`config.mk`:
```
export PLATFORM = sky130hd
export DESIGN_NAME = mac_share_arbiter_flat
export DESIGN_NICKNAME = d
export VERILOG_FILES = /design/src/rtl/mac_share_arbiter_if.sv /design/src/rtl/mac_share_arbiter.sv /design/src/flat_wrapper.sv
export SDC_FILE = /design/constraint.sdc
export NUM_CORES = 1
export LEC_CHECK = 0
export ABC_CLOCK_PERIOD_IN_PS = 2450
export BUFFER_PORTS_ARGS = -buffer_cell sky130_fd_sc_hd__buf_4
export CORE_AREA = 2 2 581 583
export CTS_CLUSTER_DIAMETER = 80
export DETAILED_ROUTE_END_ITERATION = 6
export DIE_AREA = 0 0 583 585
export GPL_ROUTABILITY_DRIVEN = 0
export PLACE_DENSITY = 0.3
export SLEW_MARGIN = 20
export SYNTH_ARGS = -nofsm -noshare
export SYNTH_HDL_FRONTEND = slang
export SYNTH_SLANG_ARGS = --single-unit
export TNS_END_PERCENT = 10
```
`constraint.sdc`:
```
create_clock -name clk -period 2.45 [get_ports clk]
set_input_delay 0.1225 -clock clk [delete_from_list [all_inputs] [get_ports clk]]
set_output_delay 0.1225 -clock clk [all_outputs]
set_load 0.02 [all_outputs]
```
`src/rtl/mac_share_arbiter_if.sv`:
```
// Bundle between the requesters / shared MAC unit and the arbiter.
// Operands and results are Q8.8 carried as raw 16-bit words; the arbiter never does arithmetic on them.
`default_nettype none

interface mac_share_arbiter_if #(
  parameter int unsigned NUM_REQ   = 4,
  parameter int unsigned MAC_DEPTH = 9
);
  localparam int unsigned DATA_W = 16;
  localparam int unsigned CNT_W  = 16;

  // Requester side
  logic                                            arb_en;
  logic [NUM_REQ-1:0]                              req;
  logic [NUM_REQ-1:0][MAC_DEPTH-1:0][DATA_W-1:0]   req_a;
  logic [NUM_REQ-1:0][MAC_DEPTH-1:0][DATA_W-1:0]   req_b;
  logic [NUM_REQ-1:0]                              gnt;
  logic [NUM_REQ-1:0]                              rsp_valid;
  logic [DATA_W-1:0]                               rsp_data;

  // Shared MAC unit side
  logic                                            mac_enable;
  logic [MAC_DEPTH-1:0][DATA_W-1:0]                mac_a;
  logic [MAC_DEPTH-1:0][DATA_W-1:0]                mac_b;
  logic [DATA_W-1:0]                               mac_result;

  // Status
  logic                                            busy;
  logic [CNT_W-1:0]                                op_count;

  // Environment: requesters plus the MAC unit
  modport master (
    output arb_en, req, req_a, req_b, mac_result,
    input  gnt, rsp_valid, rsp_data, mac_enable, mac_a, mac_b, busy, op_count
  );

  // Arbiter
  modport slave (
    input  arb_en, req, req_a, req_b, mac_result,
    output gnt, rsp_valid, rsp_data, mac_enable, mac_a, mac_b, busy, op_count
  );
endinterface

`default_nettype wire

```
`src/rtl/mac_share_arbiter.sv`:
```
// Round-robin arbiter time-sharing one registered MAC unit among NUM_REQ requesters.
// One operation takes three cycles: IDLE (grant decision), ISSUE (operands at MAC), CAPTURE (result back).
`default_nettype none

module mac_share_arbiter #(
  parameter int unsigned NUM_REQ   = 4,
  parameter int unsigned MAC_DEPTH = 9
) (
  input  logic                   clk,
  input  logic                   rst_n,
  mac_share_arbiter_if.slave     bus
);

  localparam int unsigned DATA_W = 16;
  localparam int unsigned CNT_W  = 16;
  localparam int unsigned IDX_W  = (NUM_REQ > 1) ? $clog2(NUM_REQ) : 1;

  typedef logic [MAC_DEPTH-1:0][DATA_W-1:0] vec_t;

  typedef enum logic [1:0] {
    IDLE    = 2'd0,
    ISSUE   = 2'd1,
    CAPTURE = 2'd2
  } state_e;

  state_e             state_q,     state_d;
  logic [IDX_W-1:0]   gnt_idx_q,   gnt_idx_d;
  logic [IDX_W-1:0]   last_g_q,    last_g_d;
  logic [NUM_REQ-1:0] gnt_q,       gnt_d;
  logic [NUM_REQ-1:0] rsp_valid_q, rsp_valid_d;
  logic [DATA_W-1:0]  rsp_data_q,  rsp_data_d;
  logic               mac_en_q,    mac_en_d;
  vec_t               mac_a_q,     mac_a_d;
  vec_t               mac_b_q,     mac_b_d;
  logic               busy_q,      busy_d;
  logic [CNT_W-1:0]   op_cnt_q,    op_cnt_d;

  logic               pick_found;
  logic [IDX_W-1:0]   pick_idx;
  int unsigned        rr_cand;

  // Round-robin pick: first requesting index searching upward from last_g+1, wrapping
  always_comb begin
    pick_found = 1'b0;
    pick_idx   = '0;
    rr_cand    = 0;
    for (int unsigned i = 1; i <= NUM_REQ; i++) begin
      rr_cand = (32'(last_g_q) + i) % NUM_REQ;
      if (!pick_found && bus.req[IDX_W'(rr_cand)]) begin
        pick_found = 1'b1;
        pick_idx   = IDX_W'(rr_cand);
      end
    end
  end

  // Next-state and next-output logic
  always_comb begin
    state_d     = state_q;
    gnt_idx_d   = gnt_idx_q;
    last_g_d    = last_g_q;
    gnt_d       = '0;
    rsp_valid_d = '0;
    rsp_data_d  = rsp_data_q;
    mac_en_d    = 1'b0;
    mac_a_d     = mac_a_q;
    mac_b_d     = mac_b_q;
    op_cnt_d    = op_cnt_q;

    unique case (state_q)
      IDLE: begin
        // req is only looked at here; arb_en gates nothing but this transition
        if (bus.arb_en && pick_found) begin
          state_d         = ISSUE;
          gnt_idx_d       = pick_idx;
          gnt_d[pick_idx] = 1'b1;
          mac_en_d        = 1'b1;
          mac_a_d         = bus.req_a[pick_idx];
          mac_b_d         = bus.req_b[pick_idx];
        end
      end
      ISSUE: begin
        // MAC unit consumes operands this cycle; its result is ready next cycle
        state_d = CAPTURE;
      end
      CAPTURE: begin
        state_d                = IDLE;
        rsp_data_d             = bus.mac_result;
        rsp_valid_d[gnt_idx_q] = 1'b1;
        last_g_d               = gnt_idx_q;
        op_cnt_d               = op_cnt_q + CNT_W'(1);
      end
      default: begin
        state_d = IDLE;
      end
    endcase

    busy_d = (state_d != IDLE);
  end

  // State and output registers; reset drops any in-flight operation without a response
  always_ff @(posedge clk or negedge rst_n) begin
    if (!rst_n) begin
      state_q     <= IDLE;
      gnt_idx_q   <= '0;
      last_g_q    <= IDX_W'(NUM_REQ - 1);
      gnt_q       <= '0;
      rsp_valid_q <= '0;
      rsp_data_q  <= '0;
      mac_en_q    <= 1'b0;
      mac_a_q     <= '0;
      mac_b_q     <= '0;
      busy_q      <= 1'b0;
      op_cnt_q    <= '0;
    end else begin
      state_q     <= state_d;
      gnt_idx_q   <= gnt_idx_d;
      last_g_q    <= last_g_d;
      gnt_q       <= gnt_d;
      rsp_valid_q <= rsp_valid_d;
      rsp_data_q  <= rsp_data_d;
      mac_en_q    <= mac_en_d;
      mac_a_q     <= mac_a_d;
      mac_b_q     <= mac_b_d;
      busy_q      <= busy_d;
      op_cnt_q    <= op_cnt_d;
    end
  end

  assign bus.gnt        = gnt_q;
  assign bus.rsp_valid  = rsp_valid_q;
  assign bus.rsp_data   = rsp_data_q;
  assign bus.mac_enable = mac_en_q;
  assign bus.mac_a      = mac_a_q;
  assign bus.mac_b      = mac_b_q;
  assign bus.busy       = busy_q;
  assign bus.op_count   = op_cnt_q;

endmodule

`default_nettype wire

```
`src/flat_wrapper.sv`:
```
// flat-port wrapper written by rule: the top's interface ports become plain ports
module mac_share_arbiter_flat 
#(
  parameter int unsigned NUM_REQ   = 4,
  parameter int unsigned MAC_DEPTH = 9
)
  (clk, rst_n, bus_arb_en, bus_req, bus_req_a, bus_req_b, bus_mac_result, bus_gnt, bus_rsp_valid, bus_rsp_data, bus_mac_enable, bus_mac_a, bus_mac_b, bus_busy, bus_op_count);
  mac_share_arbiter_if #(.NUM_REQ(NUM_REQ), .MAC_DEPTH(MAC_DEPTH)) bus_i ();
  input  logic clk;
  input  logic rst_n;
  input wire logic [$bits(bus_i.arb_en)-1:0] bus_arb_en;
  input wire logic [$bits(bus_i.req)-1:0] bus_req;
  input wire logic [$bits(bus_i.req_a)-1:0] bus_req_a;
  input wire logic [$bits(bus_i.req_b)-1:0] bus_req_b;
  input wire logic [$bits(bus_i.mac_result)-1:0] bus_mac_result;
  output wire logic [$bits(bus_i.gnt)-1:0] bus_gnt;
  output wire logic [$bits(bus_i.rsp_valid)-1:0] bus_rsp_valid;
  output wire logic [$bits(bus_i.rsp_data)-1:0] bus_rsp_data;
  output wire logic [$bits(bus_i.mac_enable)-1:0] bus_mac_enable;
  output wire logic [$bits(bus_i.mac_a)-1:0] bus_mac_a;
  output wire logic [$bits(bus_i.mac_b)-1:0] bus_mac_b;
  output wire logic [$bits(bus_i.busy)-1:0] bus_busy;
  output wire logic [$bits(bus_i.op_count)-1:0] bus_op_count;
  assign bus_i.arb_en = bus_arb_en;
  assign bus_i.req = bus_req;
  assign bus_i.req_a = bus_req_a;
  assign bus_i.req_b = bus_req_b;
  assign bus_i.mac_result = bus_mac_result;
  assign bus_gnt = bus_i.gnt;
  assign bus_rsp_valid = bus_i.rsp_valid;
  assign bus_rsp_data = bus_i.rsp_data;
  assign bus_mac_enable = bus_i.mac_enable;
  assign bus_mac_a = bus_i.mac_a;
  assign bus_mac_b = bus_i.mac_b;
  assign bus_busy = bus_i.busy;
  assign bus_op_count = bus_i.op_count;
  mac_share_arbiter #(.NUM_REQ(NUM_REQ), .MAC_DEPTH(MAC_DEPTH)) u_core (.clk(clk), .rst_n(rst_n), .bus(bus_i));
endmodule
```
### After elaboration in Yosys (flattened, before gate mapping)

Index checks and enable logic that the tools add are counted.

| storage, ports and cells | value |
|---|---|
| word-level logic and storage cells | 85 |
| bits in registers | 336 |

| cells by class | value |
|---|---|
| $add $sub $neg | 5 |
| equal/unequal tests | 2 |
| magnitude comparators | 8 |
| multiplexer cells | 31 |
| reductions and logical operators | 12 |

Operator list:

| operator | count |
|---|---|
| 144-bit binary-select mux with 2-bit select | 2 |
| 144-bit two-way mux | 2 |
| 2-bit by 3-bit < comparator with 1-bit output, second input constant | 6 |
| 16-bit by 1-bit adder with 16-bit output, second input constant | 1 |
| 1-bit two-way mux | 12 |
| 4-bit two-way mux | 3 |
| 2-bit two-way mux | 5 |
| 1-bit binary-select mux with 2-bit select | 4 |
| 1-bit logical AND | 6 |
| 2-bit by 1-bit adder with 2-bit output, second input constant | 2 |
| 2-bit adder, second input constant | 2 |
| 1-bit demux with 2-bit select | 2 |
| 2-bit by 1-bit greater-or-equal comparator with 1-bit output, second input constant | 2 |
| 2-bit one-hot mux with 2 select lines | 1 |
| 1-bit logical NOT | 3 |
| 2-bit by 1-bit equality test with 1-bit output, second input constant | 1 |
| 2-bit equality test, second input constant | 1 |
| 2-bit logical NOT | 1 |
| 2-bit AND reduction | 1 |
| 2-bit nonzero test | 1 |

### Logic depth before layout (Yosys ltp)

Gate-level depths: netlist (run 1).

| logic depth | value |
|---|---|
| depth after elaboration | 19 |
| depth in mapped cells | 9 |

### Worst setup path after synthesis (run 1)

No wires, ideal clock.

| timing | value |
|---|---|
| path type | flip-flop to flip-flop |
| start | reg u_core.last_g_q[1] |
| end | reg u_core.mac_a_q (netlist bit u_core.bus.mac_a[0]) |
| path buffers | 2 |
| setup slack | 0.276 ns |
| stages on the path, launching flop included | 8 |
| arrival time | 2.048 ns |
| setup time | 0.126 ns |
| cells stage by stage | dfstp_2 mux2i_1 o22ai_1 a21oi_2 buf_6 buf_2 mux2_1 a221o_1 |

| on the way | value |
|---|---|
| word-level cells in the longest chain between the ends | 15 |
| elaborated cells on any way between the ends | 30 |

Ends and longest elaborated chain:

| what | line | text |
|---|---|---|
| start, declared | mac_share_arbiter.sv:28 | `logic [IDX_W-1:0] last_g_q, last_g_d;` |
| start signal, assigned | mac_share_arbiter.sv:105 | `last_g_q <= IDX_W'(NUM_REQ - 1);` |
| start signal, assigned | mac_share_arbiter.sv:117 | `last_g_q <= last_g_d;` |
| 2-bit by 1-bit adder with 2-bit output | mac_share_arbiter.sv:48 | `rr_cand = (32'(last_g_q) + i) % NUM_REQ;` |
| 1-bit binary-select mux with 2-bit select | mac_share_arbiter.sv:49 | `if (!pick_found && bus.req[IDX_W'(rr_cand)]) begin` |
| 1-bit two-way mux (not written as such) | mac_share_arbiter.sv:49 |  |
| 1-bit two-way mux | mac_share_arbiter.sv:49 |  |
| 1-bit logical NOT | mac_share_arbiter.sv:49 |  |
| 1-bit logical AND | mac_share_arbiter.sv:49 |  |
| 1-bit two-way mux | mac_share_arbiter.sv:49 |  |
| 1-bit logical NOT | mac_share_arbiter.sv:49 |  |
| 1-bit logical AND | mac_share_arbiter.sv:49 |  |
| 1-bit two-way mux | mac_share_arbiter.sv:49 |  |
| 1-bit logical NOT | mac_share_arbiter.sv:49 |  |
| 1-bit logical AND | mac_share_arbiter.sv:49 |  |
| 2-bit two-way mux / 1-bit two-way mux (equally long branches) | mac_share_arbiter.sv:49 |  |
| 144-bit binary-select mux with 2-bit select / 1-bit logical AND (equally long branches) | mac_share_arbiter.sv:77, mac_share_arbiter.sv:72 |  |
| 144-bit two-way mux (not written as such) / 2-bit AND reduction (equally long branches) | - |  |
| end signal, assigned | mac_share_arbiter.sv:122 | `mac_a_q <= mac_a_d;` |
| end, declared | mac_share_arbiter.sv:33 | `vec_t mac_a_q, mac_a_d;` |

Parallel ways exist; a longest one is shown, timed or not. The select of a mux whose other input is x is not followed.
A chain may end at the register's enable or synchronous reset.

### Worst setup path in the final report (run 1)

| timing | value |
|---|---|
| start | reg u_core.last_g_q[0] |
| end | reg u_core.mac_b_q (netlist bit u_core.bus.mac_b[20]) |

| on the way | value |
|---|---|
| word-level cells in the longest chain between the ends | 15 |
| elaborated cells on any way between the ends | 30 |

Ends and longest elaborated chain:

| what | line | text |
|---|---|---|
| 2-bit by 1-bit adder with 2-bit output | mac_share_arbiter.sv:48 |  |
| 1-bit binary-select mux with 2-bit select | mac_share_arbiter.sv:49 |  |
| 1-bit two-way mux (not written as such) | mac_share_arbiter.sv:49 |  |
| 1-bit two-way mux | mac_share_arbiter.sv:49 |  |
| 1-bit logical NOT | mac_share_arbiter.sv:49 |  |
| 1-bit logical AND | mac_share_arbiter.sv:49 |  |
| 1-bit two-way mux | mac_share_arbiter.sv:49 |  |
| 1-bit logical NOT | mac_share_arbiter.sv:49 |  |
| 1-bit logical AND | mac_share_arbiter.sv:49 |  |
| 1-bit two-way mux | mac_share_arbiter.sv:49 |  |
| 1-bit logical NOT | mac_share_arbiter.sv:49 |  |
| 1-bit logical AND | mac_share_arbiter.sv:49 |  |
| 2-bit two-way mux / 1-bit two-way mux (equally long branches) | mac_share_arbiter.sv:49 |  |
| 144-bit binary-select mux with 2-bit select / 1-bit logical AND (equally long branches) | mac_share_arbiter.sv:78, mac_share_arbiter.sv:72 |  |
| 144-bit two-way mux (not written as such) / 2-bit AND reduction (equally long branches) | - |  |
| end signal, assigned | mac_share_arbiter.sv:123 | `mac_b_q <= mac_b_d;` |
| end, declared | mac_share_arbiter.sv:34 | `vec_t mac_b_q, mac_b_d;` |

Parallel ways exist; a longest one is shown, timed or not. The select of a mux whose other input is x is not followed.

==> results.py, run 1 <==
metrics = {
    "drt": {
        "drt_pre_antenna_iters": 5,
        "routed_via_density": 3.40,
        "met2_length_mm": 134,
        "drt_drc_violations_left": 0,
        "vias": 32300,
        "drt_iter0_drc": 1904,
        "route.final.wire_length_mm": 281,
        "detailroute.wirelength.met3_mm": 19.3,
        "detail_route.wirelength.met1_mm": 120,
        "drtAntennaViolNets": 0,
        "average_wire_length_per_cell_after_detail_routing_um": 29.6,
        "routed.top_layer": "met5",
    },
    "timing": {
        "maxSlewViolCount": 0,
        "min_period_over_period_pct": 109,
        "rsz_0062_raised_after_global_routing": "yes",
        "max_clock_freq_mhz": 376,
        "setup-violations-final": 258,
        "finalHoldViolCount": 0,
        "min_period_ns": 2.66,
        "slew-limit-headroom_pct": 55.4,
        "final_critical_path_setup_slack_ns": -0.211,
        "finalClockSkew_ns": 0.0390,
        "finalSetupTns_ns": -23.55,
        "worst-slew-pin-transition_ns": 0.669,
    },
    "logic_synthesis": {
        "synthDominantCellAreaShare_pct": 37.5,
        "asyncSetResetFlopFracSynth_pct": 100,
        "postSynth.topFlopCell": "sky130_fd_sc_hd__dfrtp_1",
        "seq_area_frac_synth_pct": 37.8,
        "synth_common_cells": "sky130_fd_sc_hd__nand3_1, sky130_fd_sc_hd__dfrtp_1, sky130_fd_sc_hd__mux2i_1",
        "synthCells": 2171,
        "syn_area_um2": 22300,
        "synth_mux_area_share_pct": 27.6,
        "synth_edf_count": 0,
        "synth_simple_gate_area_share_pct": 15.1,
        "synth.yosys.warnings": 0,
        "postSynthAreaPerCell_um2": 10.3,
        "main_combinational_cell_family_by_area_after_synthesis": "multiplexers",
        "syn-num-nets": 3347,
        "synth_top_area_cell": "sky130_fd_sc_hd__dfrtp_1",
        "yosysMostFrequentCell": "sky130_fd_sc_hd__nand3_1",
        "yosys_register_bits": 336,
        "netlist_top_cells_area": "sky130_fd_sc_hd__dfrtp_1, sky130_fd_sc_hd__nand3_1, sky130_fd_sc_hd__mux2i_1, sky130_fd_sc_hd__a221o_1, sky130_fd_sc_hd__mux2_2",
        "synth_cell_types": 40,
        "synth_xor_xnor_area_share_pct": 0.590,
        "synth_compound_gate_area_share_pct": 13.2,
        "post_synth_fa_ha_maj_area_fraction_pct": 0.0562,
    },
    "power_and_ir_drop": {
        "total_leakage_power_uw": 0.0241,
        "vdd.ir_drop.worst_mv": 0.504,
        "power_density_nw_per_um2": 843,
    },
    "clock_network": {
        "worst_setup_hold_path_clk_slew_ns": 0.06,
        "cts_root_buffer": "sky130_fd_sc_hd__clkbuf_16",
        "tritoncts": "done",
        "cts-htree-levels": 2,
        "clock_insertion_delay_worst_skew_ns": 0.73,
        "cts.path.max_buffers": 3,
        "clock_sink_count": 336,
        "cts_made_buffers": 56,
    },
    "worst_setup_path": {
        "timing.reg2reg.setup_slack_ns": -0.21,
        "r2r_start": "u_core.last_g_q[0]",
        "path_max_fanout": 48,
        "rr_endpoint": "u_core.bus.mac_b[20]",
        "critPathCaptureType": "register",
        "worst_r2r_path_depth": 8,
        "start_kind": "register",
        "critical_path_required_ns": 3.05,
        "worst-setup-path-type": "register to register",
        "crit_arrival_ns": 3.26,
        "crit_path_start": "u_core.last_g_q[0]",
    },
    "die": {
        "die_x_um": 583,
        "dieHeight_um": 585,
        "initial_core_utilization_pct": 6.64,
        "core_area_um2": 335000,
        "number_of_rows_in_the_core_area": 213,
        "area_of_the_die_um2": 341000,
        "io_pins": 1505,
    },
    "placed_design": {
        "dp.final_hpwl_mm": 238,
        "place_inst": 8106,
        "io_buffer_count": 1504,
    },
    "final_layout": {
        "num-nets-final": 6135,
        "fillerInstances": 37700,
        "layout-area-overhead-vs-synth_pct": 152,
        "fin_util_pct": 16.8,
        "final_cells": 9491,
        "final_layout_size_suffix_gt1_share_pct": 43.8,
    },
    "run_status": {
        "violations_in_the_final_reports": "setup timing",
        "status": "finished, violations left",
    },
    "min_path": {
        "holdPathStages": 4,
        "hold_class": "input pin to register",
        "min-delay-start": "bus_req_a[572]",
        "endpoint_of_the_worst_hold_timing_path": "u_core.bus.mac_a[140]",
    },
    "grt": {
        "grt_first_pass_wirelength_mm": 353,
        "pin_count_of_the_biggest_net_entering_global_routing": 72,
        "via_count_of_the_first_global_routing_pass": 33600,
        "grt.overflow.total": 0,
        "grt_overall_usage_pct": 15.7,
        "initial_antenna_violation_count": 268,
    },
    "flow_run": {
        "maxCapViolations": 0,
    },
}
## area by class of cell
class / count / area (um2) / share of cell area [%]
diodes: 78 / 195 / 0.347
clock buffers: 82 / 1590 / 2.83
clock inverters: 23 / 348 / 0.619
inverters: 7 / 33.8 / 0.0601
multi-input cells: 1568 / 13200 / 23.4
flip-flops and latches: 336 / 8410 / 15.0
well taps: 4407 / 5510 / 9.81
repair buffers: 2990 / 26900 / 47.9
## what timing repair did
action                                  CTS  global route
pin swaps                                33            44
hold buffers                           1137             0
setup buffers                            41             5
gates resized for setup                 186            57
setup endpoints to repair               271           288
endpoints found under the hold margin   544             0
cloned                                   18             3
## how the worst max path moves through the flow
stage	endpoint	cells after the start	slack, ns
6_report	u_core.bus.mac_b[20]	8	-0.21
5_1_grt	u_core.bus.mac_a[24]	8	-0.24
4_1_cts	u_core.bus.mac_b[25]	9	-0.16
3_5_place_dp	u_core.bus.mac_b[125]	8	-0.37
3_3_place_gp	u_core.bus.mac_b[125]	8	-0.42
2_1_floorplan	u_core.bus.mac_a[0]	7	0.28
## stage by stage
stage          total power (uW)  worst slack [ns]  hold slack [ns]  instance area (um2)
6_report                  47400            -0.211         0.000187                56200
5_1_grt                   49500            -0.242           0.0606                56100
4_1_cts                   47800            -0.155          0.00476                55700
3_5_place_dp              34000            -0.374           0.0976                40700
3_3_place_gp              33900            -0.418            0.100                40700
2_1_floorplan             21300             0.276           -0.173                22300
## layer usage
layer  GRT usage, %  vias up
li1               -    14200
met1           19.7    15800
met2           27.1     1677
met3           3.86      517
met4           3.19      128
met5          0.308        -
## cells in the final DEF (no fill, tap or decap), types with 12 or more instances in the layout
| cell | n |
|---|---|
| sky130_fd_sc_hd__mux2i_1 | 266 |
| sky130_fd_sc_hd__nand2_1 | 63 |
| sky130_fd_sc_hd__mux2_4 | 79 |
| sky130_fd_sc_hd__buf_4 | 1718 |
| sky130_fd_sc_hd__mux2i_2 | 18 |
| sky130_fd_sc_hd__buf_12 | 62 |
| sky130_fd_sc_hd__nand3_1 | 558 |
| sky130_fd_sc_hd__clkbuf_1 | 19 |
| sky130_fd_sc_hd__buf_16 | 27 |
| sky130_fd_sc_hd__buf_8 | 13 |
| sky130_fd_sc_hd__nor2_1 | 12 |
| sky130_fd_sc_hd__dfrtp_1 | 334 |
| sky130_fd_sc_hd__mux2_1 | 92 |
| sky130_fd_sc_hd__diode_2 | 78 |
| sky130_fd_sc_hd__mux2_2 | 117 |
| sky130_fd_sc_hd__clkbuf_16 | 60 |
| sky130_fd_sc_hd__xnor2_1 | 13 |
| sky130_fd_sc_hd__dlygate4sd3_1 | 1136 |
| sky130_fd_sc_hd__a221o_1 | 288 |
| sky130_fd_sc_hd__nand3_2 | 20 |
| sky130_fd_sc_hd__buf_6 | 29 |
## worst max-delay path, cell delays in order (launching register included)
cell and delay [ns]:
sky130_fd_sc_hd__dfstp_2 0.55, sky130_fd_sc_hd__and3b_1 0.19, sky130_fd_sc_hd__o32a_4 0.42, sky130_fd_sc_hd__buf_4 0.15, sky130_fd_sc_hd__buf_12 0.15, sky130_fd_sc_hd__buf_4 0.33
sky130_fd_sc_hd__nand3_1 0.09, sky130_fd_sc_hd__mux2i_1 0.14, sky130_fd_sc_hd__a221o_1 0.28
## cell families after synthesis
family                   Yosys count
AO/OA/AOI/OAI                    295
XOR/XNOR                          15
adder cells (fa/ha/maj)            1
buffers and inverters            267
flip-flops                       336
multiplexers                     577
AND/OR/NAND/NOR                  680
## power breakdown
group	internal, uW	total, uW	switching (uW)
sequential	8030	10100	2050
clock	5320	8890	3570
combinational	13500	28400	14900
## registers in the layout, summed over array words and instances (netlist names)
register / count
u_core.bus.rsp_data: 16
u_core.bus.mac_enable: 1
u_core.bus.mac_a: 144
u_core.state_q: 2
u_core.bus.gnt: 4
u_core.last_g_q: 2
u_core.gnt_idx_q: 2
u_core.bus.mac_b: 144
u_core.bus.rsp_valid: 4
u_core.bus.busy: 1
u_core.bus.op_count: 16
Power figures use the tool's default switching activity.
==> run 2: changes to the inputs <==
- CORE_AREA: 2 2 581 583 -> 8 8 587 589
- DIE_AREA: 0 0 583 585 -> 0 0 595 597
==> results.py, run 2 (synthesis results as in run 1) <==
metrics = {
    "run_status": {
        "status": "finished, violations left",
        "violations_in_the_final_reports": "setup timing",
    },
    "timing": {
        "final_critical_path_setup_slack_ns": -0.220,
        "finalClockSkew_ns": 0.0600,
        "min_period_over_period_pct": 109,
        "rsz_0062_raised_after_global_routing": "yes",
        "worst-slew-pin-transition_ns": 0.670,
        "finalHoldViolCount": 0,
        "max_clock_freq_mhz": 375,
        "min_period_ns": 2.67,
        "maxSlewViolCount": 0,
        "setup-violations-final": 259,
        "slew-limit-headroom_pct": 54.0,
    },
    "flow_run": {
        "maxCapViolations": 0,
    },
    "placed_design": {
        "post_placement_cell_area_um2": 40700,
        "io_buffer_count": 1504,
        "place_inst": 8088,
        "dp.final_hpwl_mm": 241,
    },
    "clock_network": {
        "cts_made_buffers": 59,
        "clock_sink_count": 336,
        "worst_setup_hold_path_clk_slew_ns": 0.06,
        "clock_insertion_delay_worst_skew_ns": 0.74,
        "cts.path.max_buffers": 3,
        "cts_root_buffer": "sky130_fd_sc_hd__clkbuf_16",
        "tritoncts": "done",
        "cts-htree-levels": 2,
    },
    "final_layout": {
        "final_cells": 9396,
        "num-nets-final": 6049,
        "layout_commonest_cell": "sky130_fd_sc_hd__buf_4",
        "final_layout_size_suffix_gt1_share_pct": 44.8,
        "final_area_um2": 55500,
        "layout-area-overhead-vs-synth_pct": 149,
        "final_cell_mix": "sky130_fd_sc_hd__buf_4, sky130_fd_sc_hd__dlygate4sd3_1, sky130_fd_sc_hd__nand3_1",
    },
    "grt": {
        "via_count_of_the_first_global_routing_pass": 33600,
        "grt_first_pass_wirelength_mm": 357,
        "grt.overflow.total": 0,
        "grt_overall_usage_pct": 14.9,
        "pin_count_of_the_biggest_net_entering_global_routing": 75,
        "initial_antenna_violation_count": 268,
    },
    "die": {
        "area_of_the_die_um2": 355000,
        "die_x_um": 595,
        "initial_core_utilization_pct": 6.64,
        "number_of_rows_in_the_core_area": 213,
        "core_area_um2": 335000,
        "io_pins": 1505,
        "dieHeight_um": 597,
    },
    "drt": {
        "drt_drc_violations_left": 0,
        "route.final.wire_length_mm": 286,
        "routed_via_density": 3.42,
        "drt_pre_antenna_iters": 7,
        "vias": 32100,
        "average_wire_length_per_cell_after_detail_routing_um": 30.4,
        "drtAntennaViolNets": 0,
        "drt_iter0_drc": 2237,
    },
    "power_and_ir_drop": {
        "total_leakage_power_uw": 0.0235,
        "power_density_nw_per_um2": 846,
        "vdd.ir_drop.worst_mv": 0.518,
    },
    "worst_setup_path": {
        "critical_path_required_ns": 3.06,
        "endpoint": "u_core.bus.mac_a[51]",
        "crit_path_start": "u_core.last_g_q[0]",
        "timing.critical_path.slowest_cell_delay_ns": 0.59,
        "r2r_start": "u_core.last_g_q[0]",
        "crit_path_frequent_cell": "sky130_fd_sc_hd__buf_12",
        "worst_r2r_path_depth": 9,
        "timing.critical_path.depth": 9,
        "critPathCaptureType": "register",
        "critPathBufInv": 4,
        "rr_endpoint": "u_core.bus.mac_a[51]",
        "path_cells": "and3b_1 > o32a_4 > buf_4 > buf_12 > buf_12 > buf_12 > nand3_1 > mux2i_1 > a221o_1",
        "timing.reg2reg.setup_slack_ns": -0.22,
        "worst-setup-path-type": "register to register",
        "worst_path_dominant_cell_family": "compound AO/OA/AOI/OAI gates",
        "crit_arrival_ns": 3.27,
        "path_max_fanout": 32,
        "crit_slowest_cell": "sky130_fd_sc_hd__dfstp_2",
        "start_kind": "register",
    },
    "min_path": {
        "holdPathStages": 5,
        "hold_class": "input pin to register",
    },
}
run 2: cell types whose count changed in the layout (fill, tap and decap cells not counted), moves of 19 or more:
| cell | before | now |
|---|---|---|
| sky130_fd_sc_hd__buf_4 | 1718 | 1669 |
| sky130_fd_sc_hd__mux2_4 | 79 | 2 |
| sky130_fd_sc_hd__mux2i_4 | 5 | 24 |
| sky130_fd_sc_hd__mux2_2 | 117 | 190 |
| sky130_fd_sc_hd__dlygate4sd3_1 | 1136 | 1087 |
| sky130_fd_sc_hd__clkbuf_16 | 60 | 80 |
| sky130_fd_sc_hd__mux2i_1 | 266 | 244 |
run 2: worst reg2reg max path, stage by stage (launching register included):
cell	delay (ns)
sky130_fd_sc_hd__dfstp_2	0.59
sky130_fd_sc_hd__and3b_1	0.21
sky130_fd_sc_hd__o32a_4	0.44
sky130_fd_sc_hd__buf_4	0.16
sky130_fd_sc_hd__buf_12	0.14
sky130_fd_sc_hd__buf_12	0.18
sky130_fd_sc_hd__buf_12	0.32
sky130_fd_sc_hd__nand3_1	0.16
sky130_fd_sc_hd__mux2i_1	0.11
sky130_fd_sc_hd__a221o_1	0.26
run 2: metal layers:
metal	vias to the layer above	global-route usage, %	share of wire, %
li1	14000	-	-
met3	529	4.05	7.0
met2	1789	26.5	50
met1	15700	18.2	41
met4	132	2.33	2.1
met5	-	0	0.30
run 2: through the flow:
step | hold slack [ns] | setup WS, ns | utilization (%) | power (uW) | setup TNS (ns)
detailed placement | 0.0597 | -0.376 | 12.2 | 34700 | -31.15
finish | 0.0681 | -0.220 | 16.6 | 47000 | -22.73
global route | 0.0282 | -0.232 | 16.5 | 49300 | -39.58
CTS | 0.00234 | -0.199 | 16.1 | 46400 | -31.81
floorplan | -0.173 | 0.276 | - | 21300 | 0
global placement | 0.0632 | -0.450 | 12.2 | 34600 | -46.70
run 2: report_power, final:
group	internal, uW	total [uW]	switching (uW)
combinational	12900	27900	15000
sequential	8030	10200	2130
clock	5240	8920	3680
run 2: layout make-up:
cell class	instances	area, um2
Clock buffer	83	1770
Multi-Input combinational cell	1568	13200
Fill cell	37600	280000
Clock inverter	27	251
Sequential cell	336	8410
Timing Repair Buffer	2901	26200
Inverter	7	33.8
Antenna cell	67	168
Tap cell	4407	5510
run 2: worst min path at each step:
| stage | start | to | slack, ns |
|---|---|---|---|
| floorplan | rst_n | u_core.bus.busy | -0.17 |
| global placement | rst_n | u_core.bus.rsp_data[2] | 0.06 |
| detailed placement | rst_n | u_core.bus.rsp_data[2] | 0.06 |
| CTS | bus_req_a[386] | u_core.bus.mac_a[98] | 0.002 |
| global route | bus_req_a[385] | u_core.bus.mac_a[97] | 0.03 |
| finish | bus_req_b[554] | u_core.bus.mac_b[122] | 0.07 |
run 2: what timing repair did:
| action | in CTS | in global routing |
|---|---|---|
| cloned | 1 | 27 |
| endpoints found under the hold margin | 640 | 2 |
| hold buffers | 1086 | 2 |
| pin swaps | 0 | 3 |
| setup endpoints to repair | 288 | 289 |
| buffers inserted | 0 | 20 |
| resized for setup | 73 | 108 |
==> run 3: changes to the inputs <==
- PLACE_DENSITY: 0.3 -> default
==> results.py, run 3 (synthesis results as in run 1) <==
metrics = {
    "final_layout": {
        "final_cell_mix": "sky130_fd_sc_hd__buf_4, sky130_fd_sc_hd__dlygate4sd3_1, sky130_fd_sc_hd__nand3_1",
        "layout_commonest_cell": "sky130_fd_sc_hd__buf_4",
        "final_area_um2": 55700,
        "final_layout_size_suffix_gt1_share_pct": 45.7,
        "layout-area-overhead-vs-synth_pct": 150,
        "num-nets-final": 6059,
    },
    "timing": {
        "finalHoldViolCount": 0,
        "finalClockSkew_ns": 0.0373,
        "worst-slew-pin-transition_ns": 0.971,
        "min_period_over_period_pct": 110,
        "final_critical_path_setup_slack_ns": -0.238,
        "slew-limit-headroom_pct": 35.3,
        "rsz_0062_raised_after_global_routing": "yes",
        "min_period_ns": 2.69,
        "hold-worst-slack_ns": 0.0280,
        "max_clock_freq_mhz": 372,
        "setup-violations-final": 269,
        "maxSlewViolCount": 0,
    },
    "grt": {
        "pin_count_of_the_biggest_net_entering_global_routing": 92,
        "grt_overall_usage_pct": 17.6,
        "grt_first_pass_wirelength_mm": 404,
        "grt.overflow.total": 0,
        "initial_antenna_violation_count": 367,
        "via_count_of_the_first_global_routing_pass": 34100,
    },
    "min_path": {
        "hold_class": "input pin to register",
    },
    "run_status": {
        "violations_in_the_final_reports": "DRC, setup timing",
        "status": "finished, violations left",
    },
    "worst_setup_path": {
        "critical_path_required_ns": 3.05,
        "critPathCaptureType": "register",
        "crit_arrival_ns": 3.29,
        "start_kind": "register",
        "worst-setup-path-type": "register to register",
        "path_max_fanout": 9,
    },
    "clock_network": {
        "cts.path.max_buffers": 3,
        "tritoncts": "done",
        "cts_root_buffer": "sky130_fd_sc_hd__clkbuf_16",
        "worst_setup_hold_path_clk_slew_ns": 0.06,
        "cts_made_buffers": 53,
        "cts-htree-levels": 2,
        "clock_insertion_delay_worst_skew_ns": 0.74,
        "clock_sink_count": 336,
    },
    "drt": {
        "drt_pre_antenna_iters": 7,
        "drt_iter0_drc": 3681,
        "drtAntennaViolNets": 0,
        "average_wire_length_per_cell_after_detail_routing_um": 35.4,
        "routed_via_density": 3.65,
        "vias": 34400,
        "drt_drc_violations_left": 1,
        "route.final.wire_length_mm": 334,
    },
    "die": {
        "dieHeight_um": 597,
        "number_of_rows_in_the_core_area": 213,
        "die_x_um": 595,
        "io_pins": 1505,
        "initial_core_utilization_pct": 6.64,
        "core_area_um2": 335000,
        "area_of_the_die_um2": 355000,
    },
    "placed_design": {
        "pre_cts_slack_ns": -0.434,
        "io_buffer_count": 1504,
        "dp.final_hpwl_mm": 286,
        "post_placement_cell_area_um2": 40900,
    },
    "flow_run": {
        "maxCapViolations": 0,
    },
    "power_and_ir_drop": {
        "power_density_nw_per_um2": 890,
        "vdd.ir_drop.worst_mv": 0.554,
        "total_leakage_power_uw": 0.0239,
    },
}
-- run 3: path summary, 6_finish.rpt --
kind                                        start                     end  slack, ns  depth (start not counted)
setup / recovery               u_core.last_g_q[1]    u_core.bus.mac_b[25]      -0.24                          9
hold / removal                     bus_req_a[462]    u_core.bus.mac_a[30]       0.03                          5
setup reg to reg               u_core.last_g_q[1]    u_core.bus.mac_b[25]      -0.24                          9
hold reg to reg            u_core.bus.rsp_data[0]  u_core.bus.rsp_data[0]       0.48                          2
max in group asynchronous                   rst_n   u_core.bus.mac_a[119]       1.67                          4
min in group asynchronous                   rst_n   u_core.bus.mac_b[126]       0.17                          3
-- run 3: critical path, cell delays in order, from the launching register on --
cell	delay, ns
sky130_fd_sc_hd__dfstp_2	0.55
sky130_fd_sc_hd__mux2i_1	0.24
sky130_fd_sc_hd__o22ai_2	0.12
sky130_fd_sc_hd__a21oi_4	0.15
sky130_fd_sc_hd__buf_6	0.15
sky130_fd_sc_hd__buf_12	0.19
sky130_fd_sc_hd__buf_16	0.20
sky130_fd_sc_hd__buf_6	0.18
sky130_fd_sc_hd__mux2_2	0.36
sky130_fd_sc_hd__a221o_1	0.34
-- run 3: report_power, final --
part | switching, uW | internal (uW) | total [uW]
Combinational | 17500 | 13600 | 31100
Sequential | 1960 | 8020 | 9980
Clock | 3640 | 4840 | 8470
Total | 23100 | 26500 | 49600
-- run 3: repair_timing --
| item | in CTS | in global routing |
|---|---|---|
| setup buffers | 14 | 22 |
| hold endpoints to repair | 556 | 0 |
| hold buffers | 1061 | 0 |
| pin swaps | 2 | 60 |
| gates cloned | 6 | 15 |
| endpoints found under the setup margin | 274 | 286 |
| gates resized for setup | 107 | 179 |
-- run 3: per-stage QoR --
stage	setup TNS (ns)	cells	util [%]	total power [uW]
global placement	-26.35	8118	12.2	36100
detailed placement	-15.96	8118	12.2	36100
floorplan	0	2171	-	21300
global route	-39.05	9392	16.6	51400
CTS	-17.67	9296	16.2	48000
finish	-28.72	9442	16.6	49600
-- run 3: layout make-up --
type | instances | area (um2)
sequential | 336 | 8410
tap | 4407 | 5510
multi-input combinational | 1568 | 13300
antenna | 109 | 273
clock buffer | 66 | 1470
clock inverter | 32 | 414
timing repair buffer | 2917 | 26300
fill | 37100 | 280000
inverter | 7 | 33.8
-- run 3: metal layers --
metal | global-route usage (%) | wire length, um
met5 | 0 | 1510
met4 | 5.38 | 15300
met3 | 6.62 | 32200
met2 | 28.2 | 148000
met1 | 21.8 | 138000
